File: config.mk
export PLATFORM = sky130hd
export DESIGN_NAME = ex_mul_unit_flat
export DESIGN_NICKNAME = d
export VERILOG_FILES = /design/src/rtl/ex_mul_unit_if.sv /design/src/rtl/ex_mul_unit.sv /design/src/flat_wrapper.sv
export SDC_FILE = /design/constraint.sdc
export NUM_CORES = 1
export LEC_CHECK = 0
export BUFFER_PORTS_ARGS = -buffer_cell sky130_fd_sc_hd__buf_2
export CORE_ASPECT_RATIO = 2
export CORE_MARGIN = 4
export CORE_UTILIZATION = 45
export CTS_BUF_LIST = sky130_fd_sc_hd__clkbuf_4 sky130_fd_sc_hd__clkbuf_8
export DETAILED_ROUTE_END_ITERATION = 10
export PLACE_DENSITY_LB_ADDON = 0.08
export SYNTH_ARGS = -nofsm -noshare
export SYNTH_HDL_FRONTEND = slang
export SYNTH_SLANG_ARGS = --single-unit
File: constraint.sdc
create_clock -name clk -period 10.8 [get_ports clk]
set_input_delay 1.08 -clock clk [delete_from_list [all_inputs] [get_ports clk]]
set_output_delay 1.08 -clock clk [all_outputs]
set_load 0.05 [all_outputs]
File: src/rtl/ex_mul_unit_if.sv
// Handshake bundle between the ID/EX pipeline side and the EX-stage multiplier.
// Latency: none, pure wiring.
// Backpressure: mul_finish low tells the pipeline side to hold EX/MEM and upstream.
interface ex_mul_unit_if;
  logic        mul_valid;
  logic [2:0]  funct3;
  logic [31:0] rs1_data;
  logic [31:0] rs2_data;
  logic        mul_finish;
  logic [31:0] mul_result;

  modport master (
    output mul_valid,
    output funct3,
    output rs1_data,
    output rs2_data,
    input  mul_finish,
    input  mul_result
  );

  modport slave (
    input  mul_valid,
    input  funct3,
    input  rs1_data,
    input  rs2_data,
    output mul_finish,
    output mul_result
  );
endinterface

File: src/rtl/ex_mul_unit.sv
// Iterative radix-2 RV32M multiplier (MUL/MULH/MULHSU/MULHU) living in EX.
// Latency: 34 cycles in EX for a multiply (finish low for 33), 1 cycle for anything else.
// Backpressure: mul_finish stalls EX/MEM and upstream; it never depends on the operands.
module ex_mul_unit (
  input  logic         clk,
  input  logic         rst,
  ex_mul_unit_if.slave bus
);

  typedef enum logic [1:0] {IDLE, BUSY, DONE} state_t;

  state_t      state;
  logic [31:0] mcand;
  logic [31:0] mplier;
  logic        neg;
  logic [1:0]  op;
  logic [63:0] acc;
  logic [4:0]  cnt;
  logic [31:0] result;

  logic        start;
  logic        sign1;
  logic        sign2;
  logic [31:0] mag1;
  logic [31:0] mag2;
  logic [63:0] acc_next;
  logic [63:0] prod;

  // Only IDLE can launch; DIV/REM encodings (funct3[2]=1) are left to another unit.
  assign start          = (state == IDLE) && bus.mul_valid && !bus.funct3[2];
  assign bus.mul_finish = !((state == BUSY) || start);
  assign bus.mul_result = result;

  // Operand magnitudes and sign: rs1 signed unless MULHU, rs2 signed only for MUL/MULH.
  always_comb begin
    sign1 = 1'b0;
    sign2 = 1'b0;
    mag1  = bus.rs1_data;
    mag2  = bus.rs2_data;
    sign1 = (bus.funct3[1:0] != 2'b11) && bus.rs1_data[31];
    sign2 = !bus.funct3[1] && bus.rs2_data[31];
    if (sign1) mag1 = ~bus.rs1_data + 32'd1;
    if (sign2) mag2 = ~bus.rs2_data + 32'd1;
  end

  // One shift-add step per cycle, plus the sign-corrected final product for the last step.
  always_comb begin
    acc_next = acc;
    prod     = 64'd0;
    if (mplier[cnt]) acc_next = acc + ({32'd0, mcand} << cnt);
    prod = neg ? (~acc_next + 64'd1) : acc_next;
  end

  // Control FSM and datapath registers; reset discards any partial product.
  always_ff @(posedge clk or posedge rst) begin
    if (rst) begin
      state  <= IDLE;
      mcand  <= 32'd0;
      mplier <= 32'd0;
      neg    <= 1'b0;
      op     <= 2'b00;
      acc    <= 64'd0;
      cnt    <= 5'd0;
      result <= 32'd0;
    end else begin
      case (state)
        IDLE: begin
          if (start) begin
            mcand  <= mag1;
            mplier <= mag2;
            neg    <= sign1 ^ sign2;
            op     <= bus.funct3[1:0];
            acc    <= 64'd0;
            cnt    <= 5'd0;
            state  <= BUSY;
          end
        end
        BUSY: begin
          acc <= acc_next;
          cnt <= cnt + 5'd1;
          if (cnt == 5'd31) begin
            result <= (op == 2'b00) ? prod[31:0] : prod[63:32];
            state  <= DONE;
          end
        end
        DONE: begin
          state <= IDLE;
        end
        default: begin
          state <= IDLE;
        end
      endcase
    end
  end

endmodule

File: src/flat_wrapper.sv
// flat-port wrapper written by rule: the top's interface ports become plain ports
module ex_mul_unit_flat 
  (clk, rst, bus_mul_valid, bus_funct3, bus_rs1_data, bus_rs2_data, bus_mul_finish, bus_mul_result);
  ex_mul_unit_if bus_i ();
  input  logic clk;
  input  logic rst;
  input wire logic [$bits(bus_i.mul_valid)-1:0] bus_mul_valid;
  input wire logic [$bits(bus_i.funct3)-1:0] bus_funct3;
  input wire logic [$bits(bus_i.rs1_data)-1:0] bus_rs1_data;
  input wire logic [$bits(bus_i.rs2_data)-1:0] bus_rs2_data;
  output wire logic [$bits(bus_i.mul_finish)-1:0] bus_mul_finish;
  output wire logic [$bits(bus_i.mul_result)-1:0] bus_mul_result;
  assign bus_i.mul_valid = bus_mul_valid;
  assign bus_i.funct3 = bus_funct3;
  assign bus_i.rs1_data = bus_rs1_data;
  assign bus_i.rs2_data = bus_rs2_data;
  assign bus_mul_finish = bus_i.mul_finish;
  assign bus_mul_result = bus_i.mul_result;
  ex_mul_unit u_core (.clk(clk), .rst(rst), .bus(bus_i));
endmodule
==> flow_summary.ini, run 1 <==
[setup_path]
cpPeakStageDelay_ns = 1.14
worstSetupPathType = reg -> reg
cp-start-kind = flop
arrival_ns = 9.03
path_cells = inv_1 -> nand2_1 -> nor2_1 -> ha_1 -> o211ai_1 -> o21ai_1 -> a211oi_2 -> o21ai_0 -> o21ai_0 -> a31oi_1 -> nand2_2 -> or4_1 -> nor4_2 -> a211oi_1 -> a211o_1 -> mux2_2
cp_max_fo = 35
cp.buffers_inverters = 1
critPathCaptureType = flop
cpLargestDelayFamily = compound AO/OA/AOI/OAI gates
cp_slowest_cell = dfrtp_1
crit_top_cell = o21ai_0
crit_required_ns = 11.22

[die]
chipHeight_um = 288
ios = 103
die_w_um = 148
core_um2 = 38800
start_util_pct = 45.6
rows = 102
dieArea_um2 = 42700

[clock_network]
cts_tree = built
cts_buffers = 17
postCtsSetupBuffers = 0
clockBufferDepth = 2
h-tree-depth = 4
cts_root_buffer = clkbuf_8
clk_pin_slew_worst_paths_ns = 0.11
insertion_delay_ns = 0.53
cts_resized = 0
cts.sinks = 170
ctsHoldBuffers = 0

[finish]
register_area_um2 = 4260
fillers = 3994
fin_util_pct = 48.6
multi_input_area_um2 = 12700
area_growth_syn_to_layout_pct = 6.70
finalNetCount = 2488
drive_above_1_share_pct = 10.7

[routing]
drtPass1Iterations = 6
drc = 0
viasPerCell = 6.64
ant_nets = 0
drt_iter0_markers = 1424
routedWlPerCell_um = 27.8
num_vias = 19152
wirelength_mm = 80.1

[global_route]
grt_max_degree = 76
grt_pass1_vias = 18943
globalRouteOverflowTotal = 0
grt_first_pass_wirelength_mm = 118
antenna_found_initial = 1
grtUsageTotal_pct = 37.1

[yosys]
synth_cell_type_count = 97
syn_inst = 2347
ys_seq_area_share_pct = 24.1
synth_edf_count = 0
syn_nets = 2486
ys.flop_type = dfrtp_1
synth_area_um2 = 17700
syn_area_per_cell_um2 = 7.53
synth-seq-cells = 170
synth_warnings = 0
synthArstFlopShare_pct = 100

[place]
place_congestion = 1.05
place_ws_ns = 2.42
port_buffers = 102
dp_hpwl_mm = 64.4

[sta]
holdWs_ns = 0.477
max_slew_margin_pct = -0.458
tns_ns = 0
slew_viol_final = 1
period_needed_ns = 8.61
fin_crit_sh_pct = 79.7
finalSetupViolations = 0
rsz0062_at_grt = false
fmax_mhz = 116
worst_slack_ns = 2.19
fin_skew_ns = 0.0310
tightestPinTransition_ns = 1.49
hold_viol_final = 0

[outcome]
failed_checks = capacitance limit, slew limit
status = finished with violations

[min_path]
worst_hold_path_type = reg -> reg

[job]
maxCapViolations = 1
-- kinds of logic (layout without fill, tap and decap cells) --
group	after synthesis	in the layout	synth area share [%]
other	0	1	0
buffers and inverters	187	202	4.37
flip-flops	170	170	24.1
multiplexers	112	112	8.26
AND/OR/NAND/NOR	917	917	24.8
AO/OA/AOI/OAI	776	776	27.8
adder cells (fa/ha/maj)	69	69	4.93
XOR/XNOR	116	116	5.75
-- stage by stage --
stage,cell area [um^2],cells
after floorplan,17700,2347
after global placement,18500,2850
after detailed placement,18500,2850
after CTS,18900,2882
after global routing,18900,2883
final,18900,2883
-- flip-flops by register name (all words and copies together), names as in the netlist --
register / cells
u_core.cnt: 5
u_core.bus.mul_result: 32
u_core.mcand: 32
u_core.state: 2
u_core.neg: 1
u_core.op: 2
u_core.acc: 64
u_core.mplier: 32
-- Yosys cell counts, drive strengths merged (17+ instances only) --
library cell / n / area (um^2)
nor2b: 17 / 106
clkbuf: 121 / 454
or3: 24 / 150
nand4: 53 / 332
a211oi: 29 / 243
and2: 32 / 203
o21a: 22 / 165
a31oi: 35 / 246
xor2: 38 / 333
o211ai: 28 / 210
a21oi: 172 / 861
nand3: 44 / 220
a21o: 32 / 240
mux2i: 66 / 661
nor2: 184 / 691
o22ai: 22 / 144
inv: 34 / 128
mux2: 21 / 236
o31ai: 25 / 188
mux4: 25 / 563
o21ai: 263 / 1320
and3: 24 / 150
buf: 29 / 179
nor3: 60 / 310
xnor2: 78 / 683
ha: 68 / 851
nor4: 35 / 240
dfrtp: 170 / 4250
nand2: 366 / 1380
-- final cells by class --
cell class / count / share of cell area, %
repair buffers: 133 / 3.94
well taps: 520 / 3.45
multi-input cells: 1990 / 67.3
diodes: 1 / 0.0133
inverters: 37 / 0.763
flip-flops and latches: 170 / 22.6
clock inverters: 12 / 0.551
clock buffers: 20 / 1.43
-- final timing paths --
check / from / endpoint / slack [ns] / cells after the start
max in group asynchronous: rst / u_core.bus.mul_result[26]$_DFFE_PP0P_ / 8.85 / 3
max: u_core.cnt[4]$_DFFE_PP0P_ / u_core.bus.mul_result[16]$_DFFE_PP0P_ / 2.19 / 16
min reg2reg: u_core.bus.mul_result[3]$_DFFE_PP0P_ / u_core.bus.mul_result[3]$_DFFE_PP0P_ / 0.48 / 2
max reg2reg: u_core.cnt[4]$_DFFE_PP0P_ / u_core.bus.mul_result[16]$_DFFE_PP0P_ / 2.19 / 16
min: u_core.bus.mul_result[3]$_DFFE_PP0P_ / u_core.bus.mul_result[3]$_DFFE_PP0P_ / 0.48 / 2
min in group asynchronous: rst / u_core.mcand[3]$_DFFE_PP0P_ / 0.63 / 2
-- worst reg2reg max path, cell delays in order, from the launching register on --
cell	delay, ns
dfrtp_1	1.14
inv_1	0.94
nand2_1	0.61
nor2_1	0.15
ha_1	0.45
o211ai_1	0.17
o21ai_1	0.34
a211oi_2	0.17
o21ai_0	1.12
o21ai_0	0.25
a31oi_1	0.81
nand2_2	0.22
or4_1	0.74
nor4_2	0.67
a211oi_1	0.17
a211o_1	0.30
mux2_2	0.26
-- per-layer routing --
metal | track usage [%] | wire length [um] | up-vias
li1 | - | - | 8751
met1 | 37.2 | 26600 | 9211
met2 | 65.8 | 40200 | 860
met3 | 5.31 | 4270 | 330
met4 | 33.3 | 9020 | 0
met5 | 0 | 0 | -
-- placed cells by master, fill, tap and decap left out, types with 31 or more instances in the layout --
master | netlist | final
xor2_1 | 38 | 38
nand4_1 | 53 | 53
inv_1 | 34 | 33
buf_2 | 11 | 102
nand2_1 | 365 | 364
buf_4 | 1 | 31
mux2i_1 | 66 | 66
a21o_1 | 32 | 32
o21ai_0 | 252 | 252
nor4_1 | 33 | 33
nor2_1 | 184 | 182
nor3_1 | 58 | 58
a31oi_1 | 32 | 32
xnor2_1 | 78 | 78
a21oi_1 | 172 | 172
nand3_1 | 44 | 44
ha_1 | 68 | 68
dfrtp_1 | 170 | 168
Power of run 1 is left out: the tool's default activity adds up to more than one toggle a clock period on the data nets, which glitch-free logic cannot reach.
==> run 2: changes to the inputs <==
==> constraint.sdc (replaced) <==
create_clock -name clk -period 7.7 [get_ports clk]
set_input_delay 0.77 -clock clk [delete_from_list [all_inputs] [get_ports clk]]
set_output_delay 0.77 -clock clk [all_outputs]
set_load 0.05 [all_outputs]
==> run 2 against run 1 <==
Against the previous run:
- final cell count grew 1.6%
- critical endpoint is now u_core.bus.mul_result[31]$_DFFE_PP0P_
- first-iteration DRC count decreased by 7.3%
- global-route usage shrank 1.6 points
- sequential share of layout area is 0.44 points lower
- die area unchanged
- worst setup slack worse by 1.9 ns
- the flow now finishes without violations
- final area is 2.1% higher
- register-to-register slack worse by 1.9 ns
- worst hold slack lost 0.26 ns
==> flow_summary.ini, run 2 (synthesis gave the netlist of run 1 again) <==
[outcome]
status = finished clean

[setup_path]
r2r_cells = 17
crit_required_ns = 8.13
worstSetupPathType = reg -> reg
cp-start-kind = flop
arrival_ns = 7.82
cp_max_fo = 26
critPathCaptureType = flop

[routing]
drt_iter0_markers = 1320
ant_nets = 0
routedWlPerCell_um = 26.2
wirelength_mm = 76.7
num_vias = 18897
viasPerCell = 6.45
drtPass1Iterations = 5
drc = 0

[finish]
multi_input_area_um2 = 12700
area_growth_syn_to_layout_pct = 8.89
register_area_um2 = 4260
fillers = 4017
finalNonFillerCells = 2928
top_register = u_core.acc
fin_util_pct = 49.6
layout_commonest_cell = nand2_1
final_cell_mix = nand2_1, o21ai_0, nor2_1
finalNetCount = 2534
drive_above_1_share_pct = 12.4
largest_reg_flops = 64

[clock_network]
cts.sinks = 170
cts_root_buffer = clkbuf_8
cts_buffers = 17
h-tree-depth = 4
clockBufferDepth = 2
cts_tree = built
insertion_delay_ns = 0.53
clk_pin_slew_worst_paths_ns = 0.11

[global_route]
grtUsageTotal_pct = 35.5
globalRouteOverflowTotal = 0
grt_first_pass_wirelength_mm = 114
grt_max_degree = 107
grt_pass1_vias = 18386
antenna_found_initial = 1

[place]
place_congestion = 1.02
place_inst = 2896
dp_hpwl_mm = 62.3
port_buffers = 102

[die]
dieArea_um2 = 42700
rows = 102
chipHeight_um = 288
die_w_um = 148
start_util_pct = 45.6
core_um2 = 38800
ios = 103

[sta]
fmax_mhz = 135
period_needed_ns = 7.39
max_slew_margin_pct = 37.4
hold_viol_final = 0
tns_ns = 0
fin_skew_ns = 0.0265
rsz0062_at_grt = false
slew_viol_final = 0
tightestPinTransition_ns = 0.939
finalSetupViolations = 0
fin_crit_sh_pct = 95.9

[job]
maxCapViolations = 0

[min_path]
worst_hold_path_type = in -> async
-- run 2: cell count changes in the layout (fill, tap and decap cells not counted), sizes merged --
cell	change
inv	-4
clkinv	+1
bufinv	+2
clkinvlp	+1
buf	+46
clkbuf	-1
-- run 2: routing by layer --
| metal | vias up | part of all wire (%) | global-route usage, % |
|---|---|---|---|
| met5 | - | 0 | 0 |
| met4 | 0 | 9.7 | 29.3 |
| met3 | 242 | 5.0 | 3.66 |
| met2 | 761 | 51 | 64.1 |
| met1 | 9071 | 34 | 36.5 |
| li1 | 8823 | - | - |
-- run 2: worst max-delay path, cell delays in order (launching register included) --
cell and delay (ns):
dfrtp_4 0.68, mux4_2 0.58, mux2_2 0.30, o21ai_0 0.53, o22ai_1 0.21, ha_1 0.60, nand4_1 0.38, nor3_1 0.44
nand2_1 0.20, and3_1 0.25, a21oi_1 0.51, o21ai_0 0.27, a211oi_1 0.45, o21ai_0 0.33, or4_1 0.62, nor4_1 0.51
nor4_1 0.11, nor4_1 0.28
-- run 2: path summary, 6_finish.rpt --
path                                                      start                               endpoint  slack [ns]
setup / recovery                      u_core.cnt[0]$_DFFE_PP0P_  u_core.bus.mul_result[31]$_DFFE_PP0P_        0.31
hold reg to reg            u_core.bus.mul_result[3]$_DFFE_PP0P_   u_core.bus.mul_result[3]$_DFFE_PP0P_        0.47
setup reg to reg                      u_core.cnt[0]$_DFFE_PP0P_  u_core.bus.mul_result[31]$_DFFE_PP0P_        0.31
hold / removal                                              rst              u_core.acc[7]$_DFFE_PP0P_        0.22
min in group clk                                  bus_funct3[0]               u_core.op[0]$_DFFE_PP0P_        0.45
max in group asynchronous                                   rst              u_core.cnt[0]$_DFFE_PP0P_        6.20
-- run 2: layout make-up --
type                       count  share of cell area (%)
clock inverter                12                   0.735
tap                          520                    3.38
inverter                      37                   0.748
timing repair buffer         179                    5.72
antenna                        1                  0.0130
multi-input combinational   1990                    65.9
clock buffer                  19                    1.33
sequential                   170                    22.1
-- run 2: timing repair --
action                                  CTS  global route
gates resized for setup                   0             9
endpoints found under the setup margin    0            13
hold buffers                              0             0
setup buffers                             0             0
-- run 2: metrics by stage --
step	setup WS [ns]	area (um^2)	hold WS, ns
floorplan	1.42	17700	0.445
global placement	0.120	18800	0.448
detailed placement	0.111	18800	0.451
CTS	0.0477	19200	0.207
global route	0.0477	19200	0.248
finish	0.315	19200	0.220
Power of run 2 is left out for the same reason.
